**config.mk**
```make
export PLATFORM = sky130hd
export DESIGN_NAME = exc_vector_ctrl_flat
export DESIGN_NICKNAME = d
export VERILOG_FILES = /design/src/rtl/exc_vector_ctrl_if.sv /design/src/rtl/exc_vector_ctrl.sv /design/src/flat_wrapper.sv
export SDC_FILE = /design/constraint.sdc
export NUM_CORES = 1
export LEC_CHECK = 0
export CORE_UTILIZATION = 35
export CTS_CLUSTER_DIAMETER = 50
export CTS_CLUSTER_SIZE = 8
export DETAILED_ROUTE_END_ITERATION = 10
export HOLD_SLACK_MARGIN = 0.02
export PLACE_DENSITY = 0.9
export REMOVE_ABC_BUFFERS = 1
export SETUP_SLACK_MARGIN = 0.3
export SLEW_MARGIN = 20
export SYNTH_ARGS = -nofsm -noshare
export SYNTH_HDL_FRONTEND = slang
export SYNTH_SLANG_ARGS = --single-unit
```
**constraint.sdc**
```tcl
create_clock -name clk -period 1.5 [get_ports clk]
set_input_delay 0.375 -clock clk [delete_from_list [all_inputs] [get_ports clk]]
set_output_delay 0.375 -clock clk [all_outputs]
set_load 0.02 [all_outputs]
```
**src/rtl/exc_vector_ctrl_if.sv**
```systemverilog
// Signal bundle between the multicycle control unit / memory path and the
// exception sequencer that drives the memory-address mux select.
interface exc_vector_ctrl_if;
  logic [2:0]  cu_iord;
  logic        exc_opcode;
  logic        exc_ovf;
  logic        exc_div0;
  logic [31:0] pc_in;
  logic [31:0] mem_data;
  logic [2:0]  iord_sel;
  logic [31:0] epc;
  logic        epc_write;
  logic [31:0] pc_next;
  logic        pc_write;
  logic [1:0]  cause;
  logic        busy;

  modport master (
    output cu_iord, exc_opcode, exc_ovf, exc_div0, pc_in, mem_data,
    input  iord_sel, epc, epc_write, pc_next, pc_write, cause, busy
  );

  modport slave (
    input  cu_iord, exc_opcode, exc_ovf, exc_div0, pc_in, mem_data,
    output iord_sel, epc, epc_write, pc_next, pc_write, cause, busy
  );
endinterface

```
**src/rtl/exc_vector_ctrl.sv**
```systemverilog
// Exception sequencer: saves the faulting PC, steers the address mux to the
// handler vector byte (253..255), waits for memory, then loads PC from it.
module exc_vector_ctrl #(
  parameter int unsigned MEM_LAT = 1,
  parameter logic [31:0] PC_ADJ  = 32'd4
) (
  input  logic            clk,
  input  logic            reset_n,
  exc_vector_ctrl_if.slave bus
);

  typedef enum logic [1:0] {
    S_IDLE,
    S_SAVE,
    S_WAIT,
    S_LOAD
  } state_e;

  localparam logic [2:0] CNT_INIT = 3'(MEM_LAT - 1);

  state_e      r_state;
  logic [2:0]  r_cnt;
  logic [1:0]  r_cause;
  logic [31:0] r_epc;
  logic        r_epc_write;
  logic        r_pc_write;
  logic        r_busy;

  logic [1:0]  w_new_cause;
  logic        w_unused_mem_hi;

  // NOTE: every always_comb output gets a default first so no latch is inferred.
  always_comb begin
    w_new_cause = 2'b00;
    if (bus.exc_opcode)    w_new_cause = 2'b01;
    else if (bus.exc_ovf)  w_new_cause = 2'b10;
    else if (bus.exc_div0) w_new_cause = 2'b11;
  end

  // NOTE: state and registered outputs use non-blocking assignments only.
  always_ff @(posedge clk or negedge reset_n) begin
    if (!reset_n) begin
      r_state     <= S_IDLE;
      r_cnt       <= '0;
      r_cause     <= 2'b00;
      r_epc       <= '0;
      r_epc_write <= 1'b0;
      r_pc_write  <= 1'b0;
      r_busy      <= 1'b0;
    end else begin
      case (r_state)
        S_IDLE: begin
          if (w_new_cause != 2'b00) begin
            r_cause     <= w_new_cause;
            r_epc_write <= 1'b1;
            r_busy      <= 1'b1;
            r_state     <= S_SAVE;
          end
        end
        S_SAVE: begin
          r_epc       <= bus.pc_in - PC_ADJ;
          r_epc_write <= 1'b0;
          r_cnt       <= CNT_INIT;
          r_state     <= S_WAIT;
        end
        S_WAIT: begin
          if (r_cnt == 3'd0) begin
            r_pc_write <= 1'b1;
            r_state    <= S_LOAD;
          end else begin
            r_cnt <= r_cnt - 3'd1;
          end
        end
        S_LOAD: begin
          r_pc_write <= 1'b0;
          r_busy     <= 1'b0;
          r_state    <= S_IDLE;
        end
        default: r_state <= S_IDLE;
      endcase
    end
  end

  // The vector select code equals the cause code: 01->253, 10->254, 11->255.
  assign bus.iord_sel  = (r_state == S_IDLE) ? bus.cu_iord : {1'b0, r_cause};
  assign bus.pc_next   = r_pc_write ? {24'b0, bus.mem_data[7:0]} : 32'd0;
  assign bus.epc       = r_epc;
  assign bus.epc_write = r_epc_write;
  assign bus.pc_write  = r_pc_write;
  assign bus.cause     = r_cause;
  assign bus.busy      = r_busy;

  assign w_unused_mem_hi = ^bus.mem_data[31:8];

endmodule

```
**src/flat_wrapper.sv**
```systemverilog
// flat-port wrapper written by rule: the top's interface ports become plain ports
module exc_vector_ctrl_flat 
#(
  parameter int unsigned MEM_LAT = 1,
  parameter logic [31:0] PC_ADJ  = 32'd4
)
  (clk, reset_n, bus_cu_iord, bus_exc_opcode, bus_exc_ovf, bus_exc_div0, bus_pc_in, bus_mem_data, bus_iord_sel, bus_epc, bus_epc_write, bus_pc_next, bus_pc_write, bus_cause, bus_busy);
  exc_vector_ctrl_if bus_i ();
  input  logic clk;
  input  logic reset_n;
  input wire logic [$bits(bus_i.cu_iord)-1:0] bus_cu_iord;
  input wire logic [$bits(bus_i.exc_opcode)-1:0] bus_exc_opcode;
  input wire logic [$bits(bus_i.exc_ovf)-1:0] bus_exc_ovf;
  input wire logic [$bits(bus_i.exc_div0)-1:0] bus_exc_div0;
  input wire logic [$bits(bus_i.pc_in)-1:0] bus_pc_in;
  input wire logic [$bits(bus_i.mem_data)-1:0] bus_mem_data;
  output wire logic [$bits(bus_i.iord_sel)-1:0] bus_iord_sel;
  output wire logic [$bits(bus_i.epc)-1:0] bus_epc;
  output wire logic [$bits(bus_i.epc_write)-1:0] bus_epc_write;
  output wire logic [$bits(bus_i.pc_next)-1:0] bus_pc_next;
  output wire logic [$bits(bus_i.pc_write)-1:0] bus_pc_write;
  output wire logic [$bits(bus_i.cause)-1:0] bus_cause;
  output wire logic [$bits(bus_i.busy)-1:0] bus_busy;
  assign bus_i.cu_iord = bus_cu_iord;
  assign bus_i.exc_opcode = bus_exc_opcode;
  assign bus_i.exc_ovf = bus_exc_ovf;
  assign bus_i.exc_div0 = bus_exc_div0;
  assign bus_i.pc_in = bus_pc_in;
  assign bus_i.mem_data = bus_mem_data;
  assign bus_iord_sel = bus_i.iord_sel;
  assign bus_epc = bus_i.epc;
  assign bus_epc_write = bus_i.epc_write;
  assign bus_pc_next = bus_i.pc_next;
  assign bus_pc_write = bus_i.pc_write;
  assign bus_cause = bus_i.cause;
  assign bus_busy = bus_i.busy;
  exc_vector_ctrl #(.MEM_LAT(MEM_LAT), .PC_ADJ(PC_ADJ)) u_core (.clk(clk), .reset_n(reset_n), .bus(bus_i));
endmodule
```
# After elaboration in Yosys (flattened, before gate mapping)

Index checks and enable logic that the tools add are counted.

Bits in registers: 42
Input bits: 72
Word-level logic and storage cells: 43

Add/sub/neg operators: 2
Eq/ne operators: 6
Multiplexer cells: 15
Reduce and logical (&&, ||, !) cells: 13

Operators by type and width:

| kind                                                   | count |
|---|---|
| subtractor 32 x 3 -> 32 bit (second input constant)    | 1 |
| AND reduction 2 bit                                    | 6 |
| two-way mux 2 bit                                      | 5 |
| nonzero test 2 bit                                     | 5 |
| two-way mux 8 bit                                      | 1 |
| case mux 2 bit (4 select lines)                        | 1 |
| two-way mux 3 bit                                      | 2 |
| case mux 1 bit (2 select lines)                        | 3 |
| case mux 3 bit (2 select lines)                        | 1 |
| == test 2 bit (second input constant)                  | 2 |
| inequality test 2 x 1 -> 1 bit (second input constant) | 2 |
| logical NOT 3 bit                                      | 1 |
| subtractor 3 x 1 -> 3 bit (second input constant)      | 1 |
| == test 2 x 1 -> 1 bit (second input constant)         | 1 |
| logical NOT 2 bit                                      | 1 |
| two-way mux 1 bit                                      | 2 |
| inequality test 2 bit (second input constant)          | 1 |

# Depth between registers and ports, before layout

Word-level depth: 6
Mapped depth: 7

# Worst setup path after synthesis

Ideal clock, no wire load.

Path type: input to register
Start: in bus_pc_in[2]
End: reg u_core.r_epc[28] (netlist: u_core.bus.epc[28])
Library setup time: 137 ps
Arrival time: 1,792 ps
Required time: 1,363 ps
Setup slack: -429 ps
Cell stages on the path: 7
Cells stage by stage: inv_1 -> ha_1 -> or4b_4 -> nand4b_4 -> nor4b_2 -> xnor2_1 -> a21oi_1

Cells in the longest elaborated chain, start to end: 1

Ends and longest elaborated chain:

| item                        | RTL line              | RTL |
|---|---|---|
| from (decl)                 | flat_wrapper.sv:15    | `input wire logic [$bits(bus_i.pc_in)-1:0] bus_pc_in;` |
| subtractor 32 x 3 -> 32 bit | exc_vector_ctrl.sv:61 | `r_epc <= bus.pc_in - PC_ADJ;` |
| to (signal assigned)        | exc_vector_ctrl.sv:61 |  |
| to (decl)                   | exc_vector_ctrl.sv:24 | `logic [31:0] r_epc;` |

No other way between the ends.
A chain may end at the register's enable or synchronous reset.

# Worst setup path after layout

Start: in bus_pc_in[3]
End: reg u_core.r_epc[22] (netlist: u_core.bus.epc[22])

Same word-level chain as after synthesis.

==> results.cfg <==
[floorplanning]
coreArea_um2 = 6870
die_area_um2 = 7550
ios = 144
initial_core_util_pct = 36.7
die_h_um = 86.9
die_w_um = 86.9
row_count = 30

[outcome]
outcome = finished, violations left
violations = negative setup slack

[clock_tree]
clock_latency_ns = 0.30
cts_buffers = 5
clock_sinks = 42
cts_max_path_buffers = 2
path_clk_slew_ns = 0.08
root_buffer = clkbuf_8
cts_tree = done
cts.htree.levels = 2

[routing]
wirelength_mm = 10.3
drt-initial-drc-count = 112
met1_length_mm = 3.56
met3_length_um = 620
vias = 2937
drtPass1Iterations = 4
top_layer_used = met4
drc = 0
ant_nets = 0
viasPerCell = 5.04
wire_per_inst_um = 17.6
wl_met2_mm = 5.68

[global_route]
grt_pass1_vias = 3008
grt_max_degree = 43
grt_usage_pct = 24.6
antenna_found_initial = 0
gr-total-overflow = 0
grt_pass1_wl_mm = 13.9

[sta]
clock.fmax_mhz = 551
setup_viol = 41
final.setup.tns_ns = -5.32
setup_ws_ns = -0.315
skew_ns = 0.00235
drv_slew = 0
hold_viol_final = 0
min_period_over_period_pct = 121
rsz0062_at_grt = yes
period_minus_slack_ns = 1.81
whs_ns = 0.0411

[placed_design]
dp_worst_setup_slack_ns = -0.994
placement.io_buffers = 95
hpwl_mm = 5.14
dpl.cell_count = 507
gp_congestion = 0.824

[yosys]
synth-seq-cells = 42
synth_flop_cell = dfrtp_1
avgSynthCellArea_um2 = 9.24
synth_edf_count = 0
synth_top_cell_area_share_pct = 41.6
synth_top_area_cell = dfrtp_1
synth.area.top_cells = dfrtp_1 42%, xnor2_1 7.3%, buf_4 7.1%, nor2_1 6.4%, a21oi_1 5.4%
synth-warning-count = 0
async_flop_share_pct = 100
synth.distinct_cells = 38
syn_inst = 273
netlist_area_um2 = 2520
seq_area_frac_synth_pct = 41.6

[power]
power_mw = 9.37
power.density_nw_per_um2 = 1770
p_leak_nw = 2.41
ir_drop_mv = 1.13

[worst_setup_path]
worstPathArrival_ns = 2.03
r2r_setup_slack_ns = -0.22
critPathKind = in -> reg
cp-start-kind = input port
cp_max_fo = 8
endpoint_kind = register
required_ns = 1.71

[cells_and_area]
most-common-layout-cells = 87 x buf_4, 78 x buf_6, 41 x dfrtp_1
areaGrowthSynthToFinish_pct = 110
drive_above_1_share_pct = 62.6
final_common_cell = buf_4
diodes = 0
final_net_count = 565
stdcell_count = 583
fillCellCount = 417

[worst_hold_path]
holdCritPathClass = in -> async

[run]
cap_viol_max_count = 0
## path summary, 6_finish.rpt
kind / depth (start not counted) / endpoint / from
max: 9 / u_core.bus.epc[22] / bus_pc_in[3]
min reg2reg: 2 / u_core.r_cnt[1] / u_core.r_cnt[1]
min in group clk: 3 / u_core.bus.epc[6] / bus_pc_in[6]
max reg2reg: 10 / u_core.bus.epc[30] / u_core.r_state[1]
max in group asynchronous: 2 / u_core.bus.pc_write / reset_n
min: 2 / u_core.bus.epc[18] / reset_n
## state kept, by name, indices dropped and copies added (netlist names)
signal and cells:
u_core.r_state 2, u_core.bus.pc_write 1, u_core.bus.cause 2, u_core.r_cnt 3, u_core.bus.epc 32, u_core.bus.epc_write 1, u_core.bus.busy 1
## cells by family (layout without fill, tap and decap cells)
kind of cell / count (synthesis) / in the layout / synth area share (%)
simple gates: 106 / 106 / 24.1
compound gates: 45 / 45 / 9.62
flops: 42 / 42 / 41.6
buf+inv: 41 / 232 / 9.67
xor+xnor: 25 / 25 / 8.68
fa+ha+maj: 7 / 7 / 3.47
mux: 6 / 6 / 2.63
other cells: 1 / 24 / 0.149
## power by group
part           internal (mW)  switching, mW  leakage [nW]
clock                  0.373          0.422        0.0482
sequential              1.68          0.444         0.477
combinational           3.50           2.96          1.89
total                   5.55           3.82          2.41
## metrics by stage
step	utilization, %	cell area, µm²
detailed placement	56.6	3890
CTS	70.9	4870
global placement	56.6	3890
floorplan	-	2400
global route	77.1	5300
finish	77.1	5300
## routing by layer
metal / GRT usage, % / vias up
met2: 47.6 / 148
met3: 5.88 / 39
li1: - / 1305
met4: 14.7 / 0
met5: 0 / -
met1: 23.1 / 1445
## worst max-delay path: stages
cell	delay, ns
buf_6	0.10
inv_4	0.05
ha_4	0.12
or4b_4	0.47
nand4b_4	0.29
buf_6	0.19
nor3_4	0.13
xnor2_1	0.10
a21oi_1	0.19
## layout make-up
class | instances | area (µm²) | share of cell area [%]
timing repair buffer | 216 | 2090 | 39.5
multi-input combinational | 213 | 1900 | 36.0
sequential | 42 | 1050 | 19.9
tap | 96 | 120 | 2.27
clock buffer | 7 | 86.3 | 1.63
inverter | 8 | 35.0 | 0.662
clock inverter | 1 | 5.00 | 0.0945
## repair_timing
item,4_1_cts,5_1_grt
gates resized for setup,518,62
pin swaps,81,35
hold buffers,0,0
cloned,2,2
endpoints found under the setup margin,88,90
buffers inserted,44,20
## synth_stat cells, types with 4 or more instances
master	number
inv_1	8
buf_4	24
or3_1	5
xnor2_1	21
ha_1	7
dfrtp_1	42
nor4_1	4
nor2_1	43
mux2_2	5
and2_1	10
nor3_1	8
a21oi_1	27
nand2_1	12
o21ai_0	11
clkbuf_1	7
xor2_1	4
Note: power is estimated with default switching activity, not from simulation.
